==> src/rtl/arm_run_controller_if.sv <==
// Board-side bundle for the run/halt sequencer: debounced keys and breakpoint inputs in,
// core control and debug status out.
interface arm_run_controller_if #(
   parameter int unsigned PC_W = 32
);
   logic            key_run;
   logic            key_step;
   logic            break_en;
   logic [PC_W-1:0] break_pc;
   logic [PC_W-1:0] if_pc;
   logic            core_rst;
   logic            core_freeze;
   logic            ila_trig;
   logic [1:0]      state;
   logic [31:0]     cycle_count;

   modport master (
      output key_run, key_step, break_en, break_pc, if_pc,
      input  core_rst, core_freeze, ila_trig, state, cycle_count
   );

   modport slave (
      input  key_run, key_step, break_en, break_pc, if_pc,
      output core_rst, core_freeze, ila_trig, state, cycle_count
   );
endinterface

==> src/rtl/arm_run_controller.sv <==
// Run/halt/single-step sequencer for the pipeline core: stretched core reset, pipeline
// freeze, PC breakpoint with ILA trigger and an unfrozen-cycle counter.
module arm_run_controller #(
   parameter int unsigned RST_CYCLES = 16,
   parameter int unsigned PC_W       = 32
) (
   input logic                 clk,
   input logic                 rst,
   arm_run_controller_if.slave bus
);

   localparam int unsigned CntW = (RST_CYCLES > 1) ? $clog2(RST_CYCLES) : 1;
   localparam logic [CntW-1:0] RstLoad = CntW'(RST_CYCLES - 1);

   typedef enum logic [1:0] {
      StReset = 2'b00,
      StHalt  = 2'b01,
      StRun   = 2'b10,
      StStep  = 2'b11
   } state_e;

   state_e          state_q;
   logic [CntW-1:0] rst_cnt_q;
   logic            rst_hold_q;
   logic            run_key_q, run_prev_q;
   logic            step_key_q, step_prev_q;
   logic            core_rst_q;
   logic            freeze_q;
   logic            trig_q;
   logic [31:0]     cycle_q;

   logic [PC_W-1:0] fetch_pc;
   logic [PC_W-1:0] brk_pc;
   logic            run_edge;
   logic            step_edge;
   logic            bp_hit;

   assign fetch_pc  = bus.if_pc;
   assign brk_pc    = bus.break_pc;
   assign run_edge  = run_key_q & ~run_prev_q;
   assign step_edge = step_key_q & ~step_prev_q;
   assign bp_hit    = bus.break_en & (fetch_pc == brk_pc);

   always_ff @(posedge clk) begin
      if (rst) begin
         state_q     <= StReset;
         rst_cnt_q   <= RstLoad;
         rst_hold_q  <= 1'b1;
         // Key flops preset high so a key held through reset never looks like a press.
         run_key_q   <= 1'b1;
         run_prev_q  <= 1'b1;
         step_key_q  <= 1'b1;
         step_prev_q <= 1'b1;
         core_rst_q  <= 1'b1;
         freeze_q    <= 1'b1;
         trig_q      <= 1'b0;
         cycle_q     <= 32'd0;
      end else begin
         rst_hold_q  <= 1'b0;
         run_key_q   <= bus.key_run;
         run_prev_q  <= run_key_q;
         step_key_q  <= bus.key_step;
         step_prev_q <= step_key_q;
         trig_q      <= 1'b0;

         if (!freeze_q) begin
            cycle_q <= cycle_q + 32'd1;
         end

         unique case (state_q)
            StReset: begin
               // The first edge after release only drops rst_hold_q, stretching by one cycle.
               if (!rst_hold_q) begin
                  if (rst_cnt_q == '0) begin
                     state_q    <= StHalt;
                     core_rst_q <= 1'b0;
                  end else begin
                     rst_cnt_q <= rst_cnt_q - CntW'(1);
                  end
               end
            end
            StHalt: begin
               if (run_edge) begin
                  state_q  <= StRun;
                  freeze_q <= 1'b0;
               end else if (step_edge) begin
                  state_q  <= StStep;
                  freeze_q <= 1'b0;
               end
            end
            StStep: begin
               state_q  <= StHalt;
               freeze_q <= 1'b1;
            end
            StRun: begin
               if (bp_hit) begin
                  state_q  <= StHalt;
                  freeze_q <= 1'b1;
                  trig_q   <= 1'b1;
               end else if (run_edge) begin
                  state_q  <= StHalt;
                  freeze_q <= 1'b1;
               end
            end
            default: begin
               state_q <= StReset;
            end
         endcase
      end
   end

   assign bus.state       = state_q;
   assign bus.core_rst    = core_rst_q;
   assign bus.core_freeze = freeze_q;
   assign bus.ila_trig    = trig_q;
   assign bus.cycle_count = cycle_q;

endmodule

==> src/flat_wrapper.sv <==
// flat-port wrapper written by rule: the top's interface ports become plain ports
module arm_run_controller_flat 
#(
   parameter int unsigned RST_CYCLES = 16,
   parameter int unsigned PC_W       = 32
)
  (clk, rst, bus_key_run, bus_key_step, bus_break_en, bus_break_pc, bus_if_pc, bus_core_rst, bus_core_freeze, bus_ila_trig, bus_state, bus_cycle_count);
  arm_run_controller_if #(.PC_W(PC_W)) bus_i ();
  input logic clk;
  input logic rst;
  input wire logic [$bits(bus_i.key_run)-1:0] bus_key_run;
  input wire logic [$bits(bus_i.key_step)-1:0] bus_key_step;
  input wire logic [$bits(bus_i.break_en)-1:0] bus_break_en;
  input wire logic [$bits(bus_i.break_pc)-1:0] bus_break_pc;
  input wire logic [$bits(bus_i.if_pc)-1:0] bus_if_pc;
  output wire logic [$bits(bus_i.core_rst)-1:0] bus_core_rst;
  output wire logic [$bits(bus_i.core_freeze)-1:0] bus_core_freeze;
  output wire logic [$bits(bus_i.ila_trig)-1:0] bus_ila_trig;
  output wire logic [$bits(bus_i.state)-1:0] bus_state;
  output wire logic [$bits(bus_i.cycle_count)-1:0] bus_cycle_count;
  assign bus_i.key_run = bus_key_run;
  assign bus_i.key_step = bus_key_step;
  assign bus_i.break_en = bus_break_en;
  assign bus_i.break_pc = bus_break_pc;
  assign bus_i.if_pc = bus_if_pc;
  assign bus_core_rst = bus_i.core_rst;
  assign bus_core_freeze = bus_i.core_freeze;
  assign bus_ila_trig = bus_i.ila_trig;
  assign bus_state = bus_i.state;
  assign bus_cycle_count = bus_i.cycle_count;
  arm_run_controller #(.RST_CYCLES(RST_CYCLES), .PC_W(PC_W)) u_core (.clk(clk), .rst(rst), .bus(bus_i));
endmodule
==> config.mk <==
export PLATFORM = sky130hd
export DESIGN_NAME = arm_run_controller_flat
export DESIGN_NICKNAME = d
export VERILOG_FILES = /design/src/rtl/arm_run_controller_if.sv /design/src/rtl/arm_run_controller.sv /design/src/flat_wrapper.sv
export SDC_FILE = /design/constraint.sdc
export NUM_CORES = 1
export LEC_CHECK = 0
export BUFFER_PORTS_ARGS = -buffer_cell sky130_fd_sc_hd__buf_2
export CAP_MARGIN = 15
export CORE_UTILIZATION = 31
export DETAILED_ROUTE_END_ITERATION = 12
export SETUP_SLACK_MARGIN = 0.3
export SYNTH_ARGS = -nofsm -noshare
export SYNTH_HDL_FRONTEND = slang
export SYNTH_SLANG_ARGS = --single-unit
export TNS_END_PERCENT = 50
==> constraint.sdc <==
create_clock -name clk -period 1.47 [get_ports clk]
set_clock_uncertainty 0.05 [all_clocks]
set_input_delay 0.2205 -clock clk [delete_from_list [all_inputs] [get_ports clk]]
set_output_delay 0.2205 -clock clk [all_outputs]
set_load 0.005 [all_outputs]
==> flow_summary.json <==
{
  "synthCells": 265,
  "rows": 31,
  "setup_violations": 24,
  "drt_wl_total_mm": 6.595,
  "grt_pass1_vias": 2338,
  "fmax_mhz": 626.4,
  "cts-htree-levels": 2,
  "root_buffer": "clkbuf_8",
  "dieHeight_um": 90.22,
  "coreArea_um2": 7370,
  "die_area_um2": 8139,
  "fin_util_pct": 55.21,
  "tightest_slew_ns": 0.3323,
  "ios": 106,
  "required_ns": 1.60,
  "netlist_top_cells_area": "dfxtp_1 38%, xor2_1 12%, xnor2_1 11%, nor2_1 5.6%, nor4_1 3.4%",
  "antennaDiodeCount": 0,
  "pre_cts_slack_ns": -0.2868,
  "port_buffers": 105,
  "seq_area_frac_synth_pct": 38.17,
  "ant_nets": 0,
  "dp_cells": 508,
  "cts_made_buffers": 5,
  "layoutNonFillerInstCount": 523,
  "maxCapViolCount": 0,
  "cts_tree": "built",
  "max_slew_margin_pct": 77.61,
  "power.density_nw_per_um2": 575.0,
  "synth-simple-area-share_pct": 30.13,
  "clk_path_buf_depth": 2,
  "synth_cell_type_count": 38,
  "place_area_um2": 3473,
  "layout_commonest_cell": "buf_2",
  "post-route-drc-count": 0,
  "synth_top_area_share_pct": 38.17,
  "crit_path_max_fanout": 8,
  "worstSetupEndpointType": "register",
  "synthXorXnorAreaFrac_pct": 22.87,
  "path_class": "reg -> reg",
  "clkLatencyLatePin_ns": 0.29,
  "muxShareOfSynthArea_pct": 0.4149,
  "async_flop_share_pct": 0,
  "hold_class": "in -> reg",
  "dp_hpwl_mm": 4.607,
  "drive_gt1_share_pct": 56.37,
  "postLayoutCellArea_um2": 4069,
  "grt_max_degree": 27,
  "fin_crit_ns": 1.596,
  "rsz0062_at_grt": "true",
  "ir_worst_vdd_uv": 325.0,
  "slew_viol_final": 0,
  "track_usage_pct": 15.85,
  "crit_arrival_ns": 1.73,
  "place_congestion": 0.7664,
  "combPwrFrac_pct": 12.3,
  "drt_iter0_drc": 51,
  "syn_nets": 336,
  "grt_pass1_wl_mm": 10.67,
  "pwr-share-clk_pct": 34.1,
  "whs_ns": 0.05979,
  "clk_pin_slew_ns": 0.08,
  "synthFlopType": "dfxtp_1",
  "drt-pass1-iter-count": 4,
  "syn_area_um2": 2412,
  "num_vias": 2429,
  "hold_viol": 0,
  "postSynthAreaPerCell_um2": 9.103,
  "p_seq_share_pct": 53.6,
  "antenna_found_initial": 0,
  "period_share_pct": 108.6,
  "via_per_inst": 4.644,
  "synth_top_family_by_area": "simple AND/OR/NAND/NOR gates",
  "synth-adder-area-share_pct": 1.037,
  "routedWlPerCell_um": 12.61,
  "grt-ovfl-total": 0,
  "power.internal_mw": 1.787,
  "p_leak_nw": 1.955,
  "p_sw_share_pct": 23.62,
  "finalWorstSetupSlack_ns": -0.1265,
  "start_util_pct": 32.73,
  "switchingPower_mw": 0.5526,
  "worstSetupStartpointType": "register",
  "cts.sinks": 46,
  "failed_checks": "negative setup slack",
  "synth_top_area_cell": "dfxtp_1",
  "ys_ff_latch": 46,
  "syn_to_final_growth_pct": 68.67,
  "fp.dieW_um": 90.22,
  "synth_compound_area_share_pct": 4.046,
  "finalNetCount": 494,
  "power_mw": 2.340,
  "status": "finished, violations left",
  "synth_edf_count": 0,
  "ys_warn_count": 0,
  "mostFrequentLayoutCells": "94 x buf_2, 36 x nor2_1, 34 x xor2_1, 33 x buf_4, 30 x buf_6",
  "tns_ns": -1.817
}
==> sequential cells by signal, indices dropped and copies added, names as in the netlist <==
signal / count
u_core.bus.core_freeze: 1
u_core.bus.core_rst: 1
u_core.bus.cycle_count: 32
u_core.bus.ila_trig: 1
u_core.bus.state: 2
u_core.rst_cnt_q: 4
u_core.rst_hold_q: 1
u_core.run_key_q: 1
u_core.run_prev_q: 1
u_core.step_key_q: 1
u_core.step_prev_q: 1
==> critical path, cell delays in order, from the launching register on <==
cell,delay (ns)
dfxtp_4,0.35
and4b_2,0.35
nand4_4,0.18
buf_6,0.20
nor4_4,0.15
xnor2_1,0.15
nor2_1,0.05
==> power groups by stage <==
stage	sequential [mW]	clock (mW)	combinational, mW
6_report	1.25	0.798	0.287
5_1_grt	1.26	0.879	0.321
4_1_cts	1.26	0.830	0.267
3_5_place_dp	1.29	0	0.250
3_3_place_gp	1.29	0	0.244
2_1_floorplan	1.29	0	0.110
==> routing by layer <==
metal | GRT usage (%) | wire length [um] | up-vias
met5 | 0 | 0 | -
met4 | 3.495 | 50 | 0
met3 | 2.961 | 328 | 6
met2 | 28.31 | 3384 | 94
met1 | 19.65 | 2832 | 1106
li1 | - | - | 1223
==> kinds of logic after synthesis <==
family / Yosys count
fa+ha+maj: 2
compound gates: 16
flops: 46
mux: 1
buf+inv: 18
xor+xnor: 63
simple gates: 119
==> synth_stat cells, types with 5 or more instances <==
master    count
nor3_1       10
clkbuf_1      6
xor2_1       34
nor2_1       36
nand3_1      13
nand2_1       8
dfxtp_1      46
nor4_1       13
nand2b_1      5
a21oi_1       5
inv_1         9
xnor2_1      29
o21ai_0       6
==> worst paths after layout <==
check / start / to / slack [ns] / cells past startpoint
max reg2reg: u_core.bus.core_freeze$_SDFFE_PP1P_ / u_core.bus.cycle_count[24]$_SDFFE_PP0N_ / -0.13 / 6
min reg2reg: u_core.run_key_q$_SDFF_PP1_ / u_core.run_prev_q$_SDFF_PP1_ / 0.39 / 1
min: bus_key_step / u_core.step_key_q$_SDFF_PP1_ / 0.06 / 2
max: u_core.bus.core_freeze$_SDFFE_PP1P_ / u_core.bus.cycle_count[24]$_SDFFE_PP0N_ / -0.13 / 6
==> repair_timing <==
action,4_1_cts,5_1_grt
gates resized for setup,58,43
pin swaps,29,24
buffers inserted,1,4
endpoints found under the setup margin,41,64
hold buffers,0,0
gates cloned,1,1
==> final cells by class <==
type | count | area (um2)
Sequential cell | 46 | 959.7
Tap cell | 99 | 123.9
Inverter | 9 | 33.78
Multi-Input combinational cell | 202 | 1759
Fill cell | 684 | 3301
Timing Repair Buffer | 159 | 1101
Clock buffer | 7 | 86.33
Clock inverter | 1 | 5.005
No activity file was read; power rests on OpenSTA's default activity.
